[src/rtl/impact_sram_pkg.sv]
// Shared types and sizing for the IMPACT SRAM access sequencer.
package impact_sram_pkg;

  localparam int IMPACT_WORDS  = 32;
  localparam int IMPACT_ADDR_W = 5;
  localparam int IMPACT_CNT_W  = 4;

  typedef enum logic [2:0] {
    IDLE,
    PRE,
    ACC,
    REC,
    RESP
  } state_t;

  // Phase counter reload value for a phase lasting cyc cycles.
  function automatic logic [IMPACT_CNT_W-1:0] cnt_load(input int cyc);
    return IMPACT_CNT_W'(cyc - 1);
  endfunction

endpackage

[src/rtl/impact_wl_decoder.sv]
// Address-to-word-line one-hot decoder; all lines low when disabled.
module impact_wl_decoder
  import impact_sram_pkg::*;
(
  input  logic [IMPACT_ADDR_W-1:0] addr,
  input  logic                     en,
  output logic [IMPACT_WORDS-1:0]  wl
);

  for (genvar gi = 0; gi < IMPACT_WORDS; gi++) begin : g_dec
    assign wl[gi] = en && (addr == IMPACT_ADDR_W'(gi));
  end

endmodule

[src/rtl/impact_sram_seq.sv]
// Single-access SRAM sequencer: precharge, word-line access, recovery, then
// a held response. Array-facing outputs are registered from the next state.
module impact_sram_seq
  import impact_sram_pkg::*;
#(
  parameter int PRE_CYC = 2,
  parameter int WL_CYC  = 3,
  parameter int REC_CYC = 1
) (
  input  logic        wb_clk_i,
  input  logic        wb_rst_n,
  input  logic        req_valid,
  output logic        req_ready,
  input  logic        req_we,
  input  logic [4:0]  req_addr,
  input  logic [31:0] req_wdata,
  output logic        rsp_valid,
  input  logic        rsp_ready,
  output logic [31:0] rsp_rdata,
  output logic        rsp_err,
  output logic [31:0] wl_o,
  output logic [31:0] bl_o,
  output logic [31:0] blb_o,
  output logic        bl_oe,
  input  logic [31:0] bl_i,
  input  logic [31:0] blb_i,
  output logic        busy
);

  if (PRE_CYC < 1 || PRE_CYC > 15 || WL_CYC < 1 || WL_CYC > 15 ||
      REC_CYC < 1 || REC_CYC > 15) begin : g_bad_param
    $error("impact_sram_seq: phase cycle parameters must lie in 1..15");
  end

  state_t                    state_reg, state_next;
  logic [IMPACT_CNT_W-1:0]   cnt_reg, cnt_next;
  logic                      we_reg;
  logic [IMPACT_ADDR_W-1:0]  addr_reg;
  logic [31:0]               wdata_reg;
  logic                      bl_oe_next;
  logic [31:0]               bl_next, blb_next, wl_next;
  logic                      wl_en;
  logic                      capture;

  assign req_ready = (state_reg == IDLE);
  assign busy      = (state_reg != IDLE);
  assign capture   = (state_reg == ACC) && (cnt_reg == '0);
  assign wl_en     = (state_next == ACC);

  impact_wl_decoder u_wl_dec (
    .addr (addr_reg),
    .en   (wl_en),
    .wl   (wl_next)
  );

  always_comb begin
    state_next = state_reg;
    cnt_next   = cnt_reg;
    case (state_reg)
      IDLE: if (req_valid) begin
        state_next = PRE;
        cnt_next   = cnt_load(PRE_CYC);
      end
      PRE: if (cnt_reg == '0) begin
        state_next = ACC;
        cnt_next   = cnt_load(WL_CYC);
      end else begin
        cnt_next = cnt_reg - IMPACT_CNT_W'(1);
      end
      ACC: if (cnt_reg == '0) begin
        state_next = REC;
        cnt_next   = cnt_load(REC_CYC);
      end else begin
        cnt_next = cnt_reg - IMPACT_CNT_W'(1);
      end
      REC: if (cnt_reg == '0) begin
        state_next = RESP;
        cnt_next   = '0;
      end else begin
        cnt_next = cnt_reg - IMPACT_CNT_W'(1);
      end
      RESP: if (rsp_ready) begin
        state_next = IDLE;
      end
      default: begin
        state_next = IDLE;
        cnt_next   = '0;
      end
    endcase

    // Drive values follow the state being entered so they line up with it.
    bl_oe_next = 1'b0;
    bl_next    = '0;
    blb_next   = '0;
    case (state_next)
      PRE: begin
        bl_oe_next = 1'b1;
        bl_next    = '1;
        blb_next   = '1;
      end
      ACC: if (we_reg) begin
        bl_oe_next = 1'b1;
        bl_next    = wdata_reg;
        blb_next   = ~wdata_reg;
      end
      default: ;
    endcase
  end

  always_ff @(posedge wb_clk_i or negedge wb_rst_n) begin
    if (!wb_rst_n) begin
      state_reg <= IDLE;
      cnt_reg   <= '0;
      we_reg    <= 1'b0;
      addr_reg  <= '0;
      wdata_reg <= '0;
      wl_o      <= '0;
      bl_oe     <= 1'b0;
      bl_o      <= '0;
      blb_o     <= '0;
      rsp_valid <= 1'b0;
      rsp_rdata <= '0;
      rsp_err   <= 1'b0;
    end else begin
      state_reg <= state_next;
      cnt_reg   <= cnt_next;
      wl_o      <= wl_next;
      bl_oe     <= bl_oe_next;
      bl_o      <= bl_next;
      blb_o     <= blb_next;
      rsp_valid <= (state_next == RESP);
      if (req_ready && req_valid) begin
        we_reg    <= req_we;
        addr_reg  <= req_addr;
        wdata_reg <= req_wdata;
      end
      // Sensed data is only trusted at the end of the word-line window.
      if (capture) begin
        if (we_reg) begin
          rsp_rdata <= '0;
          rsp_err   <= 1'b0;
        end else begin
          rsp_rdata <= bl_i & ~blb_i;
          rsp_err   <= |(~(bl_i ^ blb_i));
        end
      end
    end
  end

endmodule

[config.mk]
export PLATFORM = sky130hd
export DESIGN_NAME = impact_sram_seq
export DESIGN_NICKNAME = d
export VERILOG_FILES = /design/src/rtl/impact_sram_pkg.sv /design/src/rtl/impact_wl_decoder.sv /design/src/rtl/impact_sram_seq.sv
export SDC_FILE = /design/constraint.sdc
export NUM_CORES = 1
export LEC_CHECK = 0
export BUFFER_PORTS_ARGS = -buffer_cell sky130_fd_sc_hd__buf_2
export CORE_MARGIN = 2
export CORE_UTILIZATION = 40
export CTS_BUF_LIST = sky130_fd_sc_hd__clkbuf_4 sky130_fd_sc_hd__clkbuf_8
export CTS_CLUSTER_DIAMETER = 100
export CTS_CLUSTER_SIZE = 20
export DETAILED_ROUTE_END_ITERATION = 8
export PLACE_DENSITY = 0.76
export SLEW_MARGIN = 5
export SYNTH_ARGS = -nofsm -noshare
export SYNTH_HDL_FRONTEND = slang
export SYNTH_SLANG_ARGS = --single-unit
[constraint.sdc]
create_clock -name wb_clk_i -period 4 [get_ports wb_clk_i]
set_input_delay 0 -clock wb_clk_i [delete_from_list [all_inputs] [get_ports wb_clk_i]]
set_output_delay 0 -clock wb_clk_i [all_outputs]
set_load 0.02 [all_outputs]
==> summary.md <==
| Metric | Value |
|---|---|
| Post-synthesis cell type count | 36 |
| CP endpoint kind | register |
| Crit path DAT | about 2.7 ns |
| TritonCTS clock tree | done |
| TNS Setup | 0 ns |
| Gr usage total | 19.8% |
| Number of global-route vias before repair | 5717 |
| Final period utilization | 60.7% |
| DPL Wire Length | 11.5 mm |
| Antenna cells | 0 |
| Initial antenna violation count | 0 |
| Clk pwr share | ~18% |
| Chip height | 137 um |
| DR DRC count | 0 |
| Starting density of the core | about two fifths |
| Gate power share | about two fifths |
| P_int | about 4.3 mW |
| Final GP Congestion | ~0.77 |
| Mapped cell area | between 7000 and 8000 um^2 |
| Clock transition at path regs | 0.09 ns |
| Synthesized flop and latch total | 176 |
| Status | finished, final reports clean |
| Post-route worst setup slack | 1.57 ns |
| Required @ worst endpoint | approximately 4.3 ns |
| Hold Crit Class | in -> reg |
| Root Driver | clkbuf_8 |
| Die ar. | 18800 um^2 |
| Synth top area share | between 60 and 70% |
| Final Max Slew Viols | 0 |
| First-pass GRT wire length | approximately 28 mm |
| Layout cells sized above 1 | 35.5% |
| Layout Utilization | between 50 and 60% |
| Leakage power | 5.21 nW |
| Avg Vias per Cell | between 4 and 5 |
| Post-CTS setup repair buffer count | 0 |
| Via count | 5570 |
| Clk sinks | 176 |
| Core Rows | 48 |
| Core Region | 17300 um^2 |
| DIE WIDTH | 137 um |
| Most frequent cells in the layout | buf_2, dfrtp_1, dlygate4sd3_1 |
| Io pins | 239 |
| Max Freq | between 400 and 500 MHz |
| Crit-path max FO | 33 |
| Predominant post-synthesis flop cell | dfrtp_1 |
| Net Sw Frac | 41.1% |
| Synth warn | 0 |
| Largest net degree at the start of global routing | 81 |
| Fraction of registers with async set/reset | 100% |
| Most common cell after layout, fill and taps aside | buf_2 |
| RSZ-0062 raised after global routing | false |
| Final net count | 1055 |
| Post-CTS resize count | 0 |
| Crit Path Category | reg -> reg |
| Pwr/cell area | 734 nW/um^2 |
| EDFF count, synth | 0 |
| Max Clock Skew | approximately 0.011 ns |
| Gr ovfl total | 0 |
| Syn Inst Count | about 590 |
| Startpoint types | register |
| MaxCap Viol Count | 0 |
| Slack of the worst reg-to-reg path | 1.57 ns |
| Psw | 2.98 mW |
| Synth top area cells | dfrtp_1, mux2_2, ha_1 |
| WHS | 0.0462 ns |
| Maximum vdd drop | 529 uV |
| Max-slew headroom | a little over a quarter |
| Syn_nets | between 700 and 800 |
| Hold_buf cts | 103 |
| # port buffers | 238 |
| Area delta synth->final | 39.8% |
| Max Root-Sink Buffers | 2 |
| Drt first pass iters | 4 |
| Skew-Pair Late Insertion Delay | 0.46 ns |
| Fin crit period | ~2.4 ns |
| Pre-CTS setup slack | 1.54 ns |
| First DRT Iteration DRCs | 180 |
| Slew @ Worst Pin | between 1 and 1.5 ns |
| Hold Fails Final Rpt | 0 |
| Final WL | approximately 18 mm |
| Post-synthesis sequential area ratio | between 60% and 70% |
| Htree depth | 4 |
| TritonCTS Buffers | 17 |
| DRT antenna net count | 0 |
| Avg Cell Area, Syn | about 12 um^2 |
| Reg power frac | 40.9% |
| Post-synth top area cell | dfrtp_1 |
| WL per Instance | ~16 um |
| Final setup vio count | 0 |
-- routing by layer --
metal	up-vias	track usage (%)	wire, um
met5	-	0	0
met4	0	8.99	563
met3	47	6.30	1290
met2	207	34.0	9250
met1	2675	22.4	7390
li1	2641	-	-
-- synthesized netlist by cell type (3+ instances only) --
| master | instances |
|---|---|
| dfrtp_1 | 176 |
| nand2_1 | 44 |
| mux2_2 | 38 |
| nand2b_1 | 38 |
| o21ai_0 | 38 |
| a21o_1 | 34 |
| inv_1 | 34 |
| ha_1 | 32 |
| o21ai_1 | 25 |
| clkbuf_1 | 22 |
| nor2_1 | 22 |
| nor3_1 | 17 |
| nor4_1 | 12 |
| o21ai_2 | 7 |
| buf_2 | 6 |
| buf_6 | 6 |
| nand3_1 | 6 |
| nand3b_1 | 4 |
| a21oi_1 | 3 |
| or2_2 | 3 |
-- metrics by stage --
| stage | area, um^2 | power (mW) | std cells |
|---|---|---|---|
| floorplan | 7080 | 4.93 | 586 |
| global placement | 8440 | 5.85 | 1020 |
| detailed placement | 8440 | 5.95 | 1020 |
| CTS | 9890 | 7.31 | 1155 |
| global route | 9890 | 7.75 | 1155 |
| finish | 9890 | 7.26 | 1155 |
-- final cells by class --
class,instances,area (um^2)
inverters,34,128
well taps,225,282
flip-flops and latches,176,4400
fillers,1394,7410
clock buffers,18,248
repair buffers,347,2270
clock inverters,14,173
multi-input cells,341,2380
-- critical path: stages (launching register included) --
cell and delay [ns]:
dfrtp_1 0.48, nor4_4 0.55, nand2_1 0.17, nand2b_1 0.80
o21ai_0 0.25
-- worst paths after layout --
path	from	end	cells after the start
max	cnt_reg[0]	blb_o[6]	4
min	bl_i[17]	rsp_rdata[17]	4
max reg2reg	cnt_reg[0]	blb_o[6]	4
min reg2reg	rsp_rdata[18]	rsp_rdata[18]	2
max in group asynchronous	wb_rst_n	blb_o[13]	3
min in group asynchronous	wb_rst_n	blb_o[15]	2
-- kinds of logic after synthesis --
kind of cell / Yosys count / synth area share, %
XOR/XNOR: 2 / 0.248
multiplexers: 39 / 6.19
AO/OA/AOI/OAI: 112 / 9.71
adder cells (fa/ha/maj): 32 / 5.66
buffers and inverters: 69 / 4.40
flip-flops: 176 / 62.2
AND/OR/NAND/NOR: 156 / 11.6
-- power groups by stage --
stage                     logic (mW)  clock network (mW)  registers (mW)
after CTS                       3.04                1.31            2.96
after floorplan                 1.49                   0            3.44
final                           3.02                1.27            2.97
after global routing            3.30                1.38            3.06
after detailed placement        2.96                   0            2.99
after global placement          2.88                   0            2.97
Power figures use the tool's default switching activity.
